===== src/rtl/tri_bus_ctrl_pkg.sv =====
// Shared types for the tri-state bus sequencer.
// State encoding and phase counter width.
package tri_bus_ctrl_pkg;

    localparam int CNT_W = 8;

    typedef enum logic [1:0] {
        ST_IDLE = 2'd0,
        ST_WR   = 2'd1,
        ST_TURN = 2'd2,
        ST_RD   = 2'd3
    } state_e;

endpackage


===== src/rtl/tri_bus_ctrl_if.sv =====
// Requester and pad-side signals of the tri-state bus sequencer.
// slave is the sequencer view, master the requester/pad view.
interface tri_bus_ctrl_if #(
    parameter int WIDTH = 32
);

    logic             req;
    logic             we;
    logic [WIDTH-1:0] wdata;
    logic             ack;
    logic [WIDTH-1:0] rdata;
    logic             busy;
    logic [WIDTH-1:0] bus_do;
    logic             bus_oe;
    logic             bus_stb;
    logic             bus_rnw;
    logic [WIDTH-1:0] bus_di;

    modport slave (
        input  req,
        input  we,
        input  wdata,
        input  bus_di,
        output ack,
        output rdata,
        output busy,
        output bus_do,
        output bus_oe,
        output bus_stb,
        output bus_rnw
    );

    modport master (
        output req,
        output we,
        output wdata,
        output bus_di,
        input  ack,
        input  rdata,
        input  busy,
        input  bus_do,
        input  bus_oe,
        input  bus_stb,
        input  bus_rnw
    );

endinterface


===== src/rtl/tri_bus_ctrl_phase_cnt.sv =====
// Loadable down-counter with zero flag for timing pad phases.
// load has priority over dec; dec at zero is never issued by the user.
module tri_bus_ctrl_phase_cnt
    import tri_bus_ctrl_pkg::*;
(
    input  logic             clk,
    input  logic             rst,
    input  logic             load,
    input  logic             dec,
    input  logic [CNT_W-1:0] load_val,
    output logic             zero
);

    logic [CNT_W-1:0] cnt_q;
    logic [CNT_W-1:0] cnt_d;

    always_comb begin
        cnt_d = cnt_q;
        if (load) begin
            cnt_d = load_val;
        end else if (dec) begin
            cnt_d = cnt_q - CNT_W'(1);
        end
    end

    always_ff @(posedge clk) begin
        if (rst) begin
            cnt_q <= '0;
        end else begin
            cnt_q <= cnt_d;
        end
    end

    assign zero = (cnt_q == '0);

endmodule


===== src/rtl/tri_bus_ctrl.sv =====
// Shared bidirectional bus sequencer: req/ack to timed strobe cycles
// with turnaround so driver and device never overlap on the wire.
module tri_bus_ctrl
    import tri_bus_ctrl_pkg::*;
#(
    parameter int WIDTH    = 32,
    parameter int WR_CYC   = 2,
    parameter int RD_CYC   = 2,
    parameter int TURN_CYC = 1
) (
    input  logic          clk,
    input  logic          rst,
    tri_bus_ctrl_if.slave bif
);

    localparam logic [CNT_W-1:0] WR_LD = CNT_W'(WR_CYC - 1);
    localparam logic [CNT_W-1:0] RD_LD = CNT_W'(RD_CYC - 1);
    localparam logic [CNT_W-1:0] TURN_LD =
        (TURN_CYC == 0) ? '0 : CNT_W'(TURN_CYC - 1);

    state_e           state_q, state_d;
    logic             ack_q, ack_d;
    logic             busy_q, busy_d;
    logic             oe_q, oe_d;
    logic             stb_q, stb_d;
    logic             rnw_q, rnw_d;
    logic [WIDTH-1:0] rdata_q, rdata_d;
    logic [WIDTH-1:0] do_q, do_d;

    logic             cnt_load;
    logic             cnt_dec;
    logic             cnt_zero;
    logic [CNT_W-1:0] cnt_val;

    tri_bus_ctrl_phase_cnt u_phase_cnt (
        .clk      (clk),
        .rst      (rst),
        .load     (cnt_load),
        .dec      (cnt_dec),
        .load_val (cnt_val),
        .zero     (cnt_zero)
    );

    always_comb begin
        state_d  = state_q;
        ack_d    = 1'b0;
        rdata_d  = rdata_q;
        do_d     = do_q;
        cnt_load = 1'b0;
        cnt_dec  = 1'b0;
        cnt_val  = '0;

        unique case (state_q)
            ST_IDLE: begin
                // a req still high during ack belongs to the old transfer
                if (bif.req && !ack_q) begin
                    cnt_load = 1'b1;
                    if (bif.we) begin
                        state_d = ST_WR;
                        cnt_val = WR_LD;
                        do_d    = bif.wdata;
                    end else begin
                        state_d = ST_RD;
                        cnt_val = RD_LD;
                    end
                end
            end
            ST_WR: begin
                if (cnt_zero) begin
                    ack_d = 1'b1;
                    if (TURN_CYC == 0) begin
                        state_d = ST_IDLE;
                    end else begin
                        state_d  = ST_TURN;
                        cnt_load = 1'b1;
                        cnt_val  = TURN_LD;
                    end
                end else begin
                    cnt_dec = 1'b1;
                end
            end
            ST_TURN: begin
                if (cnt_zero) begin
                    state_d = ST_IDLE;
                end else begin
                    cnt_dec = 1'b1;
                end
            end
            ST_RD: begin
                if (cnt_zero) begin
                    state_d = ST_IDLE;
                    ack_d   = 1'b1;
                    rdata_d = bif.bus_di;
                end else begin
                    cnt_dec = 1'b1;
                end
            end
            default: state_d = ST_IDLE;
        endcase

        oe_d   = (state_d == ST_WR);
        stb_d  = (state_d == ST_WR) || (state_d == ST_RD);
        rnw_d  = (state_d != ST_WR);
        busy_d = (state_d != ST_IDLE);
    end

    always_ff @(posedge clk) begin
        if (rst) begin
            state_q <= ST_IDLE;
            ack_q   <= 1'b0;
            busy_q  <= 1'b0;
            oe_q    <= 1'b0;
            stb_q   <= 1'b0;
            rnw_q   <= 1'b1;
            rdata_q <= '0;
            do_q    <= '0;
        end else begin
            state_q <= state_d;
            ack_q   <= ack_d;
            busy_q  <= busy_d;
            oe_q    <= oe_d;
            stb_q   <= stb_d;
            rnw_q   <= rnw_d;
            rdata_q <= rdata_d;
            do_q    <= do_d;
        end
    end

    assign bif.ack     = ack_q;
    assign bif.busy    = busy_q;
    assign bif.rdata   = rdata_q;
    assign bif.bus_do  = do_q;
    assign bif.bus_oe  = oe_q;
    assign bif.bus_stb = stb_q;
    assign bif.bus_rnw = rnw_q;

endmodule


===== src/flat_wrapper.sv =====
// flat-port wrapper written by rule: the top's interface ports become plain ports
module tri_bus_ctrl_flat import tri_bus_ctrl_pkg::*;
#(
    parameter int WIDTH    = 32,
    parameter int WR_CYC   = 2,
    parameter int RD_CYC   = 2,
    parameter int TURN_CYC = 1
)
  (clk, rst, bif_req, bif_we, bif_wdata, bif_bus_di, bif_ack, bif_rdata, bif_busy, bif_bus_do, bif_bus_oe, bif_bus_stb, bif_bus_rnw);
  tri_bus_ctrl_if #(.WIDTH(WIDTH)) bif_i ();
  input  logic clk;
  input  logic rst;
  input wire logic [$bits(bif_i.req)-1:0] bif_req;
  input wire logic [$bits(bif_i.we)-1:0] bif_we;
  input wire logic [$bits(bif_i.wdata)-1:0] bif_wdata;
  input wire logic [$bits(bif_i.bus_di)-1:0] bif_bus_di;
  output wire logic [$bits(bif_i.ack)-1:0] bif_ack;
  output wire logic [$bits(bif_i.rdata)-1:0] bif_rdata;
  output wire logic [$bits(bif_i.busy)-1:0] bif_busy;
  output wire logic [$bits(bif_i.bus_do)-1:0] bif_bus_do;
  output wire logic [$bits(bif_i.bus_oe)-1:0] bif_bus_oe;
  output wire logic [$bits(bif_i.bus_stb)-1:0] bif_bus_stb;
  output wire logic [$bits(bif_i.bus_rnw)-1:0] bif_bus_rnw;
  assign bif_i.req = bif_req;
  assign bif_i.we = bif_we;
  assign bif_i.wdata = bif_wdata;
  assign bif_i.bus_di = bif_bus_di;
  assign bif_ack = bif_i.ack;
  assign bif_rdata = bif_i.rdata;
  assign bif_busy = bif_i.busy;
  assign bif_bus_do = bif_i.bus_do;
  assign bif_bus_oe = bif_i.bus_oe;
  assign bif_bus_stb = bif_i.bus_stb;
  assign bif_bus_rnw = bif_i.bus_rnw;
  tri_bus_ctrl #(.WIDTH(WIDTH), .WR_CYC(WR_CYC), .RD_CYC(RD_CYC), .TURN_CYC(TURN_CYC)) u_core (.clk(clk), .rst(rst), .bif(bif_i));
endmodule

===== config.mk =====
export PLATFORM = sky130hd
export DESIGN_NAME = tri_bus_ctrl_flat
export DESIGN_NICKNAME = d
export VERILOG_FILES = /design/src/rtl/tri_bus_ctrl_pkg.sv /design/src/rtl/tri_bus_ctrl_if.sv /design/src/rtl/tri_bus_ctrl_phase_cnt.sv /design/src/rtl/tri_bus_ctrl.sv /design/src/flat_wrapper.sv
export SDC_FILE = /design/constraint.sdc
export NUM_CORES = 1
export LEC_CHECK = 0
export ABC_AREA = 1
export ABC_CLOCK_PERIOD_IN_PS = 1300
export CORE_MARGIN = 2
export CORE_UTILIZATION = 37
export CTS_CLUSTER_DIAMETER = 40
export CTS_CLUSTER_SIZE = 30
export DETAILED_ROUTE_END_ITERATION = 8
export MAX_ROUTING_LAYER = met4
export PLACE_DENSITY = 0.81
export REMOVE_ABC_BUFFERS = 1
export SYNTH_ARGS = -nofsm -noshare
export SYNTH_HDL_FRONTEND = slang
export SYNTH_SLANG_ARGS = --single-unit

===== constraint.sdc =====
create_clock -name clk -period 1.3 [get_ports clk]
set_input_delay 0.26 -clock clk [delete_from_list [all_inputs] [get_ports clk]]
set_output_delay 0.26 -clock clk [all_outputs]
set_load 0.005 [all_outputs]

==> results of run 1 <==
layer usage:
metal | vias up | part of all wire [%] | routed length, um | GRT usage (%)
met1 | 1529 | 39 | 4060 | 25.2
met4 | 0 | 1.7 | 184 | 8.09
met3 | 19 | 6.0 | 634 | 5.86
met2 | 127 | 54 | 5650 | 40.6
met5 | - | 0 | 0 | -
li1 | 1595 | - | - | -
cell usage after synthesis, drive strengths merged, types with 3 or more instances:
master  number  share of area (%)
a21oi        8                1.3
clkbuf       6               0.76
o21ai       67                 11
nand3b       4                1.0
xor2         3               0.88
nor2       143                 19
inv         21                2.6
buf         14                3.0
nand2       24                3.4
dfxtp       78                 52
nand3        8                1.9
critical path, cell delays in order (launching register included):
cell and delay [ns]:
dfxtp_1 0.33, nor2_2 0.18, nand2_4 0.10, nor2_8 0.11
nand3_4 0.17, buf_12 0.18, buf_16 0.12, o21ai_1 0.13
nor2_1 0.07
timing repair:
action,4_1_cts,5_1_grt
gates resized for setup,180,103
setup buffers,13,4
gates cloned,7,3
setup endpoints to repair,145,77
pin swaps,32,56
worst paths after layout:
kind | slack (ns) | to
worst max-delay path | -0.19 | u_core.bif.rdata[3]
worst min-delay path | 0.49 | u_core.bif.rdata[31]
worst max register to register | -0.19 | u_core.bif.rdata[3]
worst min register to register | 0.49 | u_core.bif.rdata[31]
final cells by class:
| type | count | share of cell area [%] |
|---|---|---|
| timing repair inverter | 1 | 0.285 |
| clock inverter | 3 | 0.745 |
| tap | 102 | 2.23 |
| clock buffer | 12 | 2.89 |
| sequential | 78 | 27.9 |
| inverter | 21 | 1.69 |
| multi-input combinational | 264 | 28.8 |
| timing repair buffer | 192 | 35.4 |
cell families after synthesis:
| logic type | count (synthesis) | share of synthesized area (%) |
|---|---|---|
| compound gates | 76 | 13.0 |
| fa+ha+maj | 2 | 0.839 |
| xor+xnor | 3 | 0.882 |
| simple gates | 183 | 26.5 |
| buf+inv | 41 | 6.38 |
| flops | 78 | 52.4 |
power by group:
part           internal (mW)  total, mW  switching [mW]
Clock                   1.03       1.89           0.858
Sequential              2.91       3.25           0.341
Combinational           2.62       5.25            2.63
sequential cells by signal (all words and copies together), names as in the netlist:
signal	count
u_core.bif.ack	1
u_core.bif.bus_do	32
u_core.bif.bus_oe	1
u_core.bif.bus_rnw	1
u_core.bif.bus_stb	1
u_core.bif.busy	1
u_core.bif.rdata	32
u_core.state_q	1
u_core.u_phase_cnt.cnt_q	8
through the flow:
stage	instances	setup TNS [ns]	cell area, um^2	setup slack [ns]	utilization, %
2_1_floorplan	363	-20.01	2870	-0.362	-
3_3_place_gp	632	-16.09	4630	-0.378	59.6
3_5_place_dp	632	-20.47	4630	-0.488	59.6
4_1_cts	667	-4.42	5340	-0.145	68.8
5_1_grt	673	-14.19	5710	-0.245	73.6
6_report	673	-8.54	5710	-0.191	73.6
==> impl_metrics.json, run 1 <==
{
  "grt_usage_pct": 23.1,
  "violations": "negative setup slack",
  "viasPerCell": 4.86,
  "cts_hold_buffers": 0,
  "coreArea_um2": 7770,
  "synth_cell_type_count": 26,
  "crit_type": "reg -> reg",
  "numCtsBuffers": 9,
  "crit-reg2reg-launch": "u_core.u_phase_cnt.cnt_q[7]",
  "grt_pass1_wl_mm": 15.5,
  "wirelength_mm": 10.5,
  "worstPathMaxFanout": 7,
  "dpl.hpwl_mm": 5.97,
  "cts-root-buf": "clkbuf_8",
  "insertion_delay_ns": 0.34,
  "die_area_um2": 8790,
  "final_layout_size_suffix_gt1_share_pct": 37.3,
  "r2r_cells": 8,
  "status": "complete, but fails checks",
  "max_freq_mhz": 671,
  "cts.clk_slew.worst_paths_ns": 0.08,
  "antenna_cells": 0,
  "irDropWorstVdd_v": 0.000777,
  "hold_depth": 2,
  "tightest_slew_ns": 0.263,
  "drv_cap": 0,
  "portBuffers": 136,
  "layout_common_cells": "nor2_1, dlygate4sd2_1, clkdlybuf4s50_1, dfxtp_1, o21ai_2",
  "hold_viol": 0,
  "hp-class": "reg -> reg",
  "power_density_nw_per_um2": 1820,
  "final.fill_count": 534,
  "period_needed_ns": 1.49,
  "final_max_slew_viol_count": 0,
  "drc": 0,
  "h-tree-depth": 3,
  "start_kind": "flop",
  "fin_ws_ns": -0.191,
  "leakage_nw": 2.60,
  "cp_data_arrival_time_ns": 1.73,
  "grt_max_degree": 35,
  "maxSlewHeadroom_pct": 82.5,
  "multi_input_area_um2": 1650,
  "avgSynthCellArea_um2": 7.78,
  "crit_start": "u_core.u_phase_cnt.cnt_q[7]",
  "synth_warnings": 0,
  "clock_skew_ns": 0.0109,
  "syn_to_final_growth_pct": 91.7,
  "wl_per_cell_um": 15.7,
  "clockBufferDepth": 2,
  "grt_overflow_total": 0,
  "hold_path.startpoint": "u_core.bif.rdata[31]",
  "ys.flop_type": "dfxtp_1",
  "netlist_area_um2": 2980,
  "fp.dieH_um": 93.8,
  "final-seq-area_um2": 1600,
  "worstPathRequired_ns": 1.54,
  "synthCells": 383,
  "grt_pass1_vias": 3346,
  "drt_iter0_drc": 83,
  "rsz0062_at_grt": "true",
  "rows": 32,
  "vias": 3270,
  "ios": 137,
  "firstDrtPassIters": 4,
  "fp.dieW_um": 93.8,
  "cts_tree": "done",
  "ant_nets": 0,
  "yosysSeqAreaShare_pct": 52.4,
  "hold_ws_ns": 0.485,
  "fin_nets": 637,
  "fin_crit_sh_pct": 115,
  "clock_sinks": 78,
  "final_common_cell": "nor2_1",
  "start_util_pct": 38.4,
  "setup_viol": 76,
  "synth_edf_count": 0,
  "gp_congestion": 0.850,
  "async_flop_share_pct": 0,
  "ys_ff_latch": 78,
  "p_total_mw": 10.4,
  "crit_path_end_kind": "flop",
  "antenna_found_initial": 0
}
(Power assumes the default switching activity.)
==> inputs of run 2 (changes only) <==
--- a/config.mk
+++ b/config.mk
@@ -9,7 +9,7 @@
 export ABC_CLOCK_PERIOD_IN_PS = 1300
 export CORE_MARGIN = 2
 export CORE_UTILIZATION = 37
-export CTS_CLUSTER_DIAMETER = 40
+export CTS_CLUSTER_DIAMETER = 100
 export CTS_CLUSTER_SIZE = 30
 export DETAILED_ROUTE_END_ITERATION = 8
 export MAX_ROUTING_LAYER = met4
==> results of run 2 <==
Same layout as run 1: the final DEF is identical, and so are final timing and power.
